`src/rtl/seq_detect_ctrl.sv`:
```
// Serial pattern detector: scans a configured number of valid bits for a
// PAT_W-bit pattern and counts matches, with optional overlap.
module seq_detect_ctrl #(
  parameter int PAT_W = 4,
  parameter int CNT_W = 8
) (
  input  logic             clk,
  input  logic             rst,
  input  logic             cfg_we,
  input  logic [PAT_W-1:0] cfg_pattern,
  input  logic [CNT_W-1:0] cfg_len,
  input  logic             cfg_overlap,
  input  logic             start,
  input  logic             x,
  input  logic             x_valid,
  output logic             busy,
  output logic             match,
  output logic [CNT_W-1:0] match_count,
  output logic             done
);

  // state | meaning
  // IDLE  | waiting; config writes and start honoured here
  // RUN   | sampling valid bits until bit count reaches stored len
  // DONE  | single-cycle end-of-run, done pulse
  typedef enum logic [1:0] {IDLE, RUN, DONE} state_t;

  localparam int FILL_W = $clog2(PAT_W + 1);
  localparam logic [FILL_W-1:0] FILL_FULL = FILL_W'(PAT_W);
  localparam logic [CNT_W-1:0]  CNT_MAX   = '1;

  state_t             state_q, state_d;
  logic [PAT_W-1:0]   pat_q, pat_d;
  logic [CNT_W-1:0]   len_q, len_d;
  logic               ovl_q, ovl_d;
  logic [PAT_W-1:0]   hist_q, hist_d;
  logic [FILL_W-1:0]  fill_q, fill_d;
  logic [CNT_W-1:0]   bitcnt_q, bitcnt_d;
  logic [CNT_W-1:0]   mcount_q, mcount_d;
  logic               match_q, match_d;

  always_ff @(posedge clk) begin
    if (!rst) state_q <= IDLE;
    else      state_q <= state_d;
  end

  always_ff @(posedge clk) begin
    if (!rst) begin
      pat_q    <= '0;
      len_q    <= '0;
      ovl_q    <= 1'b0;
      hist_q   <= '0;
      fill_q   <= '0;
      bitcnt_q <= '0;
      mcount_q <= '0;
      match_q  <= 1'b0;
    end else begin
      pat_q    <= pat_d;
      len_q    <= len_d;
      ovl_q    <= ovl_d;
      hist_q   <= hist_d;
      fill_q   <= fill_d;
      bitcnt_q <= bitcnt_d;
      mcount_q <= mcount_d;
      match_q  <= match_d;
    end
  end

  always_comb begin
    state_d  = state_q;
    pat_d    = pat_q;
    len_d    = len_q;
    ovl_d    = ovl_q;
    hist_d   = hist_q;
    fill_d   = fill_q;
    bitcnt_d = bitcnt_q;
    mcount_d = mcount_q;
    match_d  = 1'b0;
    case (state_q)
      IDLE: begin
        if (cfg_we) begin
          pat_d = cfg_pattern;
          len_d = cfg_len;
          ovl_d = cfg_overlap;
        end else if (start) begin
          mcount_d = '0;
          if (len_q != '0) begin
            state_d  = RUN;
            hist_d   = '0;
            fill_d   = '0;
            bitcnt_d = '0;
          end else begin
            state_d = DONE;
          end
        end
      end
      RUN: begin
        if (x_valid) begin
          hist_d   = {hist_q[PAT_W-2:0], x};
          bitcnt_d = bitcnt_q + CNT_W'(1);
          fill_d   = (fill_q == FILL_FULL) ? fill_q : fill_q + FILL_W'(1);
          // Match is judged on the post-shift history and fill
          if (fill_d == FILL_FULL && hist_d == pat_q) begin
            match_d = 1'b1;
            if (mcount_q != CNT_MAX) mcount_d = mcount_q + CNT_W'(1);
            if (!ovl_q) fill_d = '0;
          end
          if (bitcnt_d == len_q) state_d = DONE;
        end
      end
      DONE: state_d = IDLE;
      default: state_d = IDLE;
    endcase
  end

  assign busy        = (state_q != IDLE);
  assign done        = (state_q == DONE);
  assign match       = match_q;
  assign match_count = mcount_q;

endmodule

```
`config.mk`:
```
export PLATFORM = sky130hd
export DESIGN_NAME = seq_detect_ctrl
export DESIGN_NICKNAME = d
export VERILOG_FILES = /design/src/rtl/seq_detect_ctrl.sv
export SDC_FILE = /design/constraint.sdc
export NUM_CORES = 1
export LEC_CHECK = 0
export CAP_MARGIN = 15
export CORE_MARGIN = 1.5
export CORE_UTILIZATION = 54
export DETAILED_ROUTE_END_ITERATION = 12
export PLACE_DENSITY = 0.91
export SLEW_MARGIN = 20
export SYNTH_ARGS = -nofsm -noshare
export SYNTH_HDL_FRONTEND = slang
export SYNTH_SLANG_ARGS = --single-unit
```
`constraint.sdc`:
```
create_clock -name clk -period 2.45 [get_ports clk]
set_input_delay 0.49 -clock clk [delete_from_list [all_inputs] [get_ports clk]]
set_output_delay 0.49 -clock clk [all_outputs]
set_load 0.005 [all_outputs]
```
==> results of run 1 <==
placed cells by master (no fill, tap or decap), types with 7 or more instances in the layout:
master and count:
o21ai_1 9, a21boi_0 15, a21oi_1 14, nor2b_1 7, nand2_1 43, dfxtp_1 38
nor2_1 9, clkdlybuf4s50_1 29, nand3_1 7, xnor2_1 9
critical path, stage by stage (launching register included):
cell	delay, ns
dfxtp_1	0.44
inv_1	0.07
ha_1	0.26
a21boi_0	0.23
o211a_1	0.25
a41oi_1	0.12
buf_4	0.19
or4_1	0.48
a21oi_1	0.15
kinds of logic (layout without fill, tap and decap cells):
group | Yosys count | count (layout) | share of synthesized area, %
flops | 38 | 38 | 37.53
xor+xnor | 14 | 14 | 6.050
simple gates | 106 | 106 | 28.39
buf+inv | 16 | 49 | 3.456
compound gates | 67 | 67 | 22.10
fa+ha+maj | 4 | 4 | 2.469
flip-flops by register name (all words and copies together) (netlist names):
register and flops:
match_count 8, state_q 2, fill_q 3, hist_q 3, ovl_q 1, bitcnt_q 8
match 1, pat_q 4, len_q 8
power groups by stage:
stage	Clock (mW)	Sequential (mW)	Combinational (mW)
after CTS	0.439	0.663	0.206
after global routing	0.474	0.666	0.228
after global placement	0	0.676	0.199
after floorplan	0	0.668	0.139
final	0.433	0.664	0.205
after detailed placement	0	0.677	0.205
worst paths after layout:
check	to	slack [ns]	cells after the start
worst max-delay path	match_count[7]$_SDFFE_PN0P_	0.21	8
worst min-delay path	ovl_q$_SDFFE_PN0P_	0.47	2
worst max register to register	match_count[7]$_SDFFE_PN0P_	0.21	8
worst min register to register	ovl_q$_SDFFE_PN0P_	0.47	2
area by class of cell:
cell class | instances | share of cell area [%]
clock buffers | 5 | 2.792
clock inverters | 3 | 0.8629
inverters | 6 | 0.9137
multi-input cells | 191 | 48.53
flip-flops and latches | 38 | 30.86
well taps | 48 | 2.437
repair buffers | 35 | 13.60
per-stage QoR:
stage | power, mW | utilization [%] | setup WS [ns] | area (um2)
global route | 1.368 | 67.84 | 0.06342 | 2465
floorplan | 0.8066 | - | 0.4927 | 2027
detailed placement | 0.8821 | 65.36 | 0.08942 | 2375
finish | 1.302 | 67.84 | 0.2082 | 2465
global placement | 0.8752 | 65.36 | 0.1517 | 2375
CTS | 1.308 | 67.84 | 0.2297 | 2465
metal layers:
layer  GRT usage (%)  up-vias
met4           7.713        0
li1                -      940
met2           35.16       38
met3           5.458        5
met1           32.42      857
met5               0        -
==> summary.txt, run 1 <==
Yosys
  • Yosys reg bits: 38
  • Most common cell in the netlist: nand2_1
  • Ys async rst share: 0%
  • Post-synth top area cell: dfxtp_1
  • EDFF count, synth: 0
  • Synth Instances: 245
  • Synth Flop Type: dfxtp_1
  • Top-area cell type share of the netlist area: approximately 38%
  • Ranking of synthesized cells by area: dfxtp_1, nand2_1, a21boi_0, xnor2_1, a21oi_1
  • Post-Syn Area: around 0.0020 mm2
  • Yosys Warn Count: 0
  • Sequential cell area fraction in the yosys report: a little under two fifths
  • Distinct cells, synth: 50
  • Mapped Nets: approximately 270
  • Syn avg cell area: roughly 8.3 um2
  • Top post-synthesis cells by count: nand2_1, dfxtp_1, a21boi_0

Routing
  • Iter 0 DRT Violations: 63
  • DRT met1 WL: between 2 and 2.5 mm
  • DR WL/cell: 13.36 um
  • Vias/cell: 5.644
  • DRC: 0
  • Routed wire length: 4.355 mm
  • Antenna Nets Post-Route: 0
  • Highest routed metal layer: met4
  • Router iterations before antenna repair: 5
  • Vias: between 1500 and 2000
  • Routed length on met3: 163 um
  • Met2 Routed Length: approximately 2.0 mm

Floorplanning
  • Die X: between 60 and 70 um
  • # IOs: 30
  • Floorplan row count: 22
  • Core area: 0.003633 mm2
  • Die Footprint: ~0.0041 mm2
  • Die height: 64.27 um
  • Initial Util: 55.79%

CTS
  • CTS tree: yes
  • H-tree Lvls: 2
  • Clk buf depth: 2
  • CTS clk-pin slew, worst paths: 0.08 ns
  • Setup bufs post-CTS: 0
  • Latest clock arrival within the worst-skew pair: 0.30 ns
  • CTS Buf Count: 5
  • Post-CTS sizing: 0
  • Root buf cell: clkbuf_8
  • Post-CTS Hold Fix Bufs: 0
  • Clk sink count: 38

Power and ir drop
  • Leak: 0.9136 nW
  • Logic pwr share: 15.7%
  • Peak VDD IR: 0.0004012 V
  • NetSw: 362.7 uW
  • Clock power share: 33.3%
  • Sw Share: between 20% and 30%
  • Reg power frac: 51.0%
  • Int Power: roughly 940 uW
  • PwrDens: approximately 530 mW/mm2

STA
  • Final hold violations: 0
  • FMAX: roughly 0.45 GHz
  • WHS: approximately 0.47 ns
  • Relative slew slack: ~70%
  • Final Skew: between 0.01 and 0.015 ns
  • Slew @ Worst Pin: between 0.4 and 0.5 ns
  • RSZ-0062 raised after global routing: false
  • Final worst-path cycle share: roughly nine tenths
  • Min Tclk post-route: 2.242 ns
  • Final Max Tran Viols: 0
  • Setup TNS: 0 ns
  • # setup viols final: 0

Critical path
  • Worst Path Max Fanout: 11
  • Crit path capture type: register
  • Worst endpoint data arrival time: ~2.5 ns
  • Required arrival time at the worst endpoint: ~2.7 ns
  • WS Path Type: register to register
  • Worst reg2reg startpoint: fill_q[0]$_SDFFE_PN0P_
  • Critical path launch point: fill_q[0]$_SDFFE_PN0P_
  • Crit start category: register

Final layout
  • Final nets: 300
  • Multi-input gate area: roughly 0.0012 mm2
  • Share of layout cells above drive strength 1: 8.273%
  • Fillers: about 300
  • Non-filler instance count after layout: 326
  • Area grow syn2layout: 21.60%
  • FF+latch area: roughly 760 um2
  • Diode count: 0

Placed design
  • Detail Placement HPWL: approximately 3.2 mm
  • Dpl cells: ~320
  • Port Buf Inserts: 29
  • Routability Congestion: between 0.8 and 0.9

Hold path
  • Hold_sp: ovl_q$_SDFFE_PN0P_
  • Hold crit path type: register to register

Global route
  • Total track usage: 23.20%
  • Grt ovf: 0
  • Initial antenna violation count: 0
  • Largest net degree at the start of global routing: 26
  • First-pass GRT wire length: between 7 and 8 mm
  • Vias in the first global route: between 1500 and 2000

Flow run
  • Maxcap violations: 0

Outcome
  • Status: finished clean
Power figures use the tool's default switching activity.
==> inputs of run 2 (changes only) <==
--- a/config.mk
+++ b/config.mk
@@ -5,11 +5,12 @@
 export SDC_FILE = /design/constraint.sdc
 export NUM_CORES = 1
 export LEC_CHECK = 0
-export CAP_MARGIN = 15
-export CORE_MARGIN = 1.5
-export CORE_UTILIZATION = 54
+export CAP_MARGIN = 20
+export CELL_PAD_IN_SITES_DETAIL_PLACEMENT = 0
+export CELL_PAD_IN_SITES_GLOBAL_PLACEMENT = 2
+export CORE_UTILIZATION = 32
 export DETAILED_ROUTE_END_ITERATION = 12
-export PLACE_DENSITY = 0.91
+export PLACE_DENSITY = 0.9
 export SLEW_MARGIN = 20
 export SYNTH_ARGS = -nofsm -noshare
 export SYNTH_HDL_FRONTEND = slang
==> run 2 against run 1 <==
Non-clock buffer count is 1 lower. Worst hold slack worse by 0.0016 ns. Critical path type unchanged. Die area grew 61%. Sequential share of layout area decreased by 0.55 points. Maximum frequency rose by 4.0%. Total power up 7.6%. Combinational power barely moved. Count of clock-buffer cells in the layout stayed put. Worst setup slack better by 0.087 ns. Sequential power about the same.
==> summary.txt, run 2 (synthesis results as in run 1) <==
Routing
  • Vias: 1809 (was 1840)
  • DR WL/cell: 13.07 um (was 13.36 um)
  • Routed wire length: 4.600 mm (was 4.355 mm)
  • Antenna Nets Post-Route: 0 (unchanged)
  • DRC: 0 (unchanged)
  • Router iterations before antenna repair: 5 (unchanged)
  • Vias/cell: 5.139 (was 5.644)
  • Iter 0 DRT Violations: 71 (was 63)

CTS
  • Clk buf depth: 2 (unchanged)
  • H-tree Lvls: 2 (unchanged)
  • Setup bufs post-CTS: 0 (unchanged)
  • Post-CTS sizing: 0 (unchanged)
  • Clk sink count: 38 (unchanged)
  • CTS tree: yes (unchanged)
  • CTS Buf Count: 5 (unchanged)
  • CTS clk-pin slew, worst paths: 0.08 ns (about the same)
  • Latest clock arrival within the worst-skew pair: 0.29 ns (was 0.30 ns)
  • Root buf cell: clkbuf_8 (unchanged)
  • Post-CTS Hold Fix Bufs: 0 (unchanged)

Critical path
  • CP endpoint: match_count[4]$_SDFFE_PN0P_ (was match_count[7]$_SDFFE_PN0P_)
  • WS Path Type: register to register (unchanged)
  • Required arrival time at the worst endpoint: 2.67 ns (was 2.68 ns)
  • Crit Reg-Reg Endpoint: match_count[4]$_SDFFE_PN0P_ (was match_count[7]$_SDFFE_PN0P_)
  • Critical path launch point: fill_q[0]$_SDFFE_PN0P_ (unchanged)
  • Cells on worst reg2reg path: 8 (unchanged)
  • Crit start category: register (unchanged)
  • Worst Path Max Fanout: 11 (unchanged)
  • Reg-to-reg setup timing slack: 0.30 ns (was 0.21 ns)
  • Worst reg2reg startpoint: fill_q[0]$_SDFFE_PN0P_ (unchanged)
  • Worst endpoint data arrival time: 2.37 ns (was 2.48 ns)
  • Crit path capture type: register (unchanged)

Floorplanning
  • # IOs: 30 (unchanged)
  • Floorplan row count: 28 (was 22)
  • Die X: 81.59 um (was 64.27 um)
  • Die Footprint: 0.006656 mm2 (was 0.004130 mm2)
  • Initial Util: 33.64% (was 55.79%)
  • Die height: 81.59 um (was 64.27 um)
  • Core area: 0.006026 mm2 (was 0.003633 mm2)

Final layout
  • Most common cell after layout, fill and taps aside: nand2_1 (unchanged)
  • Area grow syn2layout: 23.83% (was 21.60%)
  • Non-filler instance count after layout: 352 (was 326)
  • Diode count: 0 (unchanged)
  • Final nets: 299 (was 300)
  • Final Core Density: 41.65% (was 67.84%)
  • Share of layout cells above drive strength 1: 7.942% (was 8.273%)
  • Most frequent cells in the layout: nand2_1, dfxtp_1, clkdlybuf4s50_1, a21boi_0, a21oi_1 (unchanged)

Placed design
  • Dpl cells: 344 (was 318)
  • Routability Congestion: 0.7432 (was 0.8117)
  • Detail Placement HPWL: 3.435 mm (was 3.239 mm)
  • Port Buf Inserts: 29 (unchanged)

Global route
  • Grt ovf: 0 (unchanged)
  • Largest net degree at the start of global routing: 16 (was 26)
  • Total track usage: 15.06% (was 23.20%)
  • First-pass GRT wire length: 7.603 mm (was 7.590 mm)
  • Vias in the first global route: 1582 (was 1656)
  • Initial antenna violation count: 0 (unchanged)

STA
  • WHS: 0.4705 ns (was 0.4721 ns)
  • # setup viols final: 0 (unchanged)
  • Final Skew: 0.006644 ns (was 0.01147 ns)
  • Final hold violations: 0 (unchanged)
  • RSZ-0062 raised after global routing: false (unchanged)
  • Final Max Tran Viols: 0 (unchanged)
  • Final worst-path cycle share: 87.95% (was 91.50%)
  • FMAX: 0.4641 GHz (was 0.4461 GHz)
  • Relative slew slack: 70.85% (was 70.11%)
  • Min Tclk post-route: 2.155 ns (was 2.242 ns)
  • Setup TNS: 0 ns (unchanged)
  • Slew @ Worst Pin: 0.4332 ns (was 0.4442 ns)

Hold path
  • Hold crit path type: register to register (unchanged)
  • Hold_sp: ovl_q$_SDFFE_PN0P_ (unchanged)

Power and ir drop
  • Leak: 0.9219 nW (was 0.9136 nW)
  • PwrDens: 558.1 mW/mm2 (was 528.1 mW/mm2)
  • Peak VDD IR: 0.0002566 V (was 0.0004012 V)

Outcome
  • Status: finished clean (unchanged)

Flow run
  • Maxcap violations: 0 (unchanged)
-- run 2: power by group --
part,total [mW],internal [mW],switching (mW)
Sequential,0.663,0.639,0.0243
Clock,0.533,0.300,0.234
Combinational,0.204,0.0970,0.107
Total,1.40,1.04,0.365
-- run 2: critical path, stage by stage (launching register included) --
cell and delay, ns:
dfxtp_1 0.41, inv_1 0.06, ha_1 0.24, a21boi_0 0.18, o211a_1 0.25, a41oi_1 0.13, buf_4 0.20, or4_1 0.46
a21oi_1 0.15
-- run 2: worst min path at each step --
| stage | end | slack [ns] | cells past startpoint |
|---|---|---|---|
| floorplan | ovl_q$_SDFFE_PN0P_ | 0.44 | 2 |
| global placement | ovl_q$_SDFFE_PN0P_ | 0.47 | 2 |
| detailed placement | ovl_q$_SDFFE_PN0P_ | 0.47 | 2 |
| CTS | ovl_q$_SDFFE_PN0P_ | 0.48 | 2 |
| global route | ovl_q$_SDFFE_PN0P_ | 0.51 | 2 |
| finish | ovl_q$_SDFFE_PN0P_ | 0.47 | 2 |
-- run 2: area by class of cell --
| cell class | instances | area [um2] |
|---|---|---|
| Sequential cell | 38 | 760.7 |
| Timing Repair Buffer | 34 | 327.8 |
| Fill cell | 633 | 3516 |
| Inverter | 6 | 22.52 |
| Multi-Input combinational cell | 191 | 1196 |
| Clock inverter | 3 | 40.04 |
| Clock buffer | 5 | 68.82 |
| Tap cell | 75 | 93.84 |
-- run 2: layer usage --
| layer | part of all wire [%] | GRT usage (%) | vias up |
|---|---|---|---|
| li1 | - | - | 939 |
| met1 | 52 | 21.62 | 832 |
| met2 | 43 | 21.92 | 32 |
| met3 | 3.0 | 3.000 | 6 |
| met4 | 1.5 | 5.789 | 0 |
| met5 | 0 | 0 | - |
-- run 2: per-stage QoR --
stage / total power, mW / setup slack, ns / cell area (um2)
6_report: 1.401 / 0.2953 / 2510
5_1_grt: 1.459 / 0.07939 / 2510
4_1_cts: 1.418 / 0.2782 / 2510
3_5_place_dp: 0.8834 / 0.03373 / 2401
3_3_place_gp: 0.8821 / 0.06514 / 2401
2_1_floorplan: 0.8066 / 0.4927 / 2027
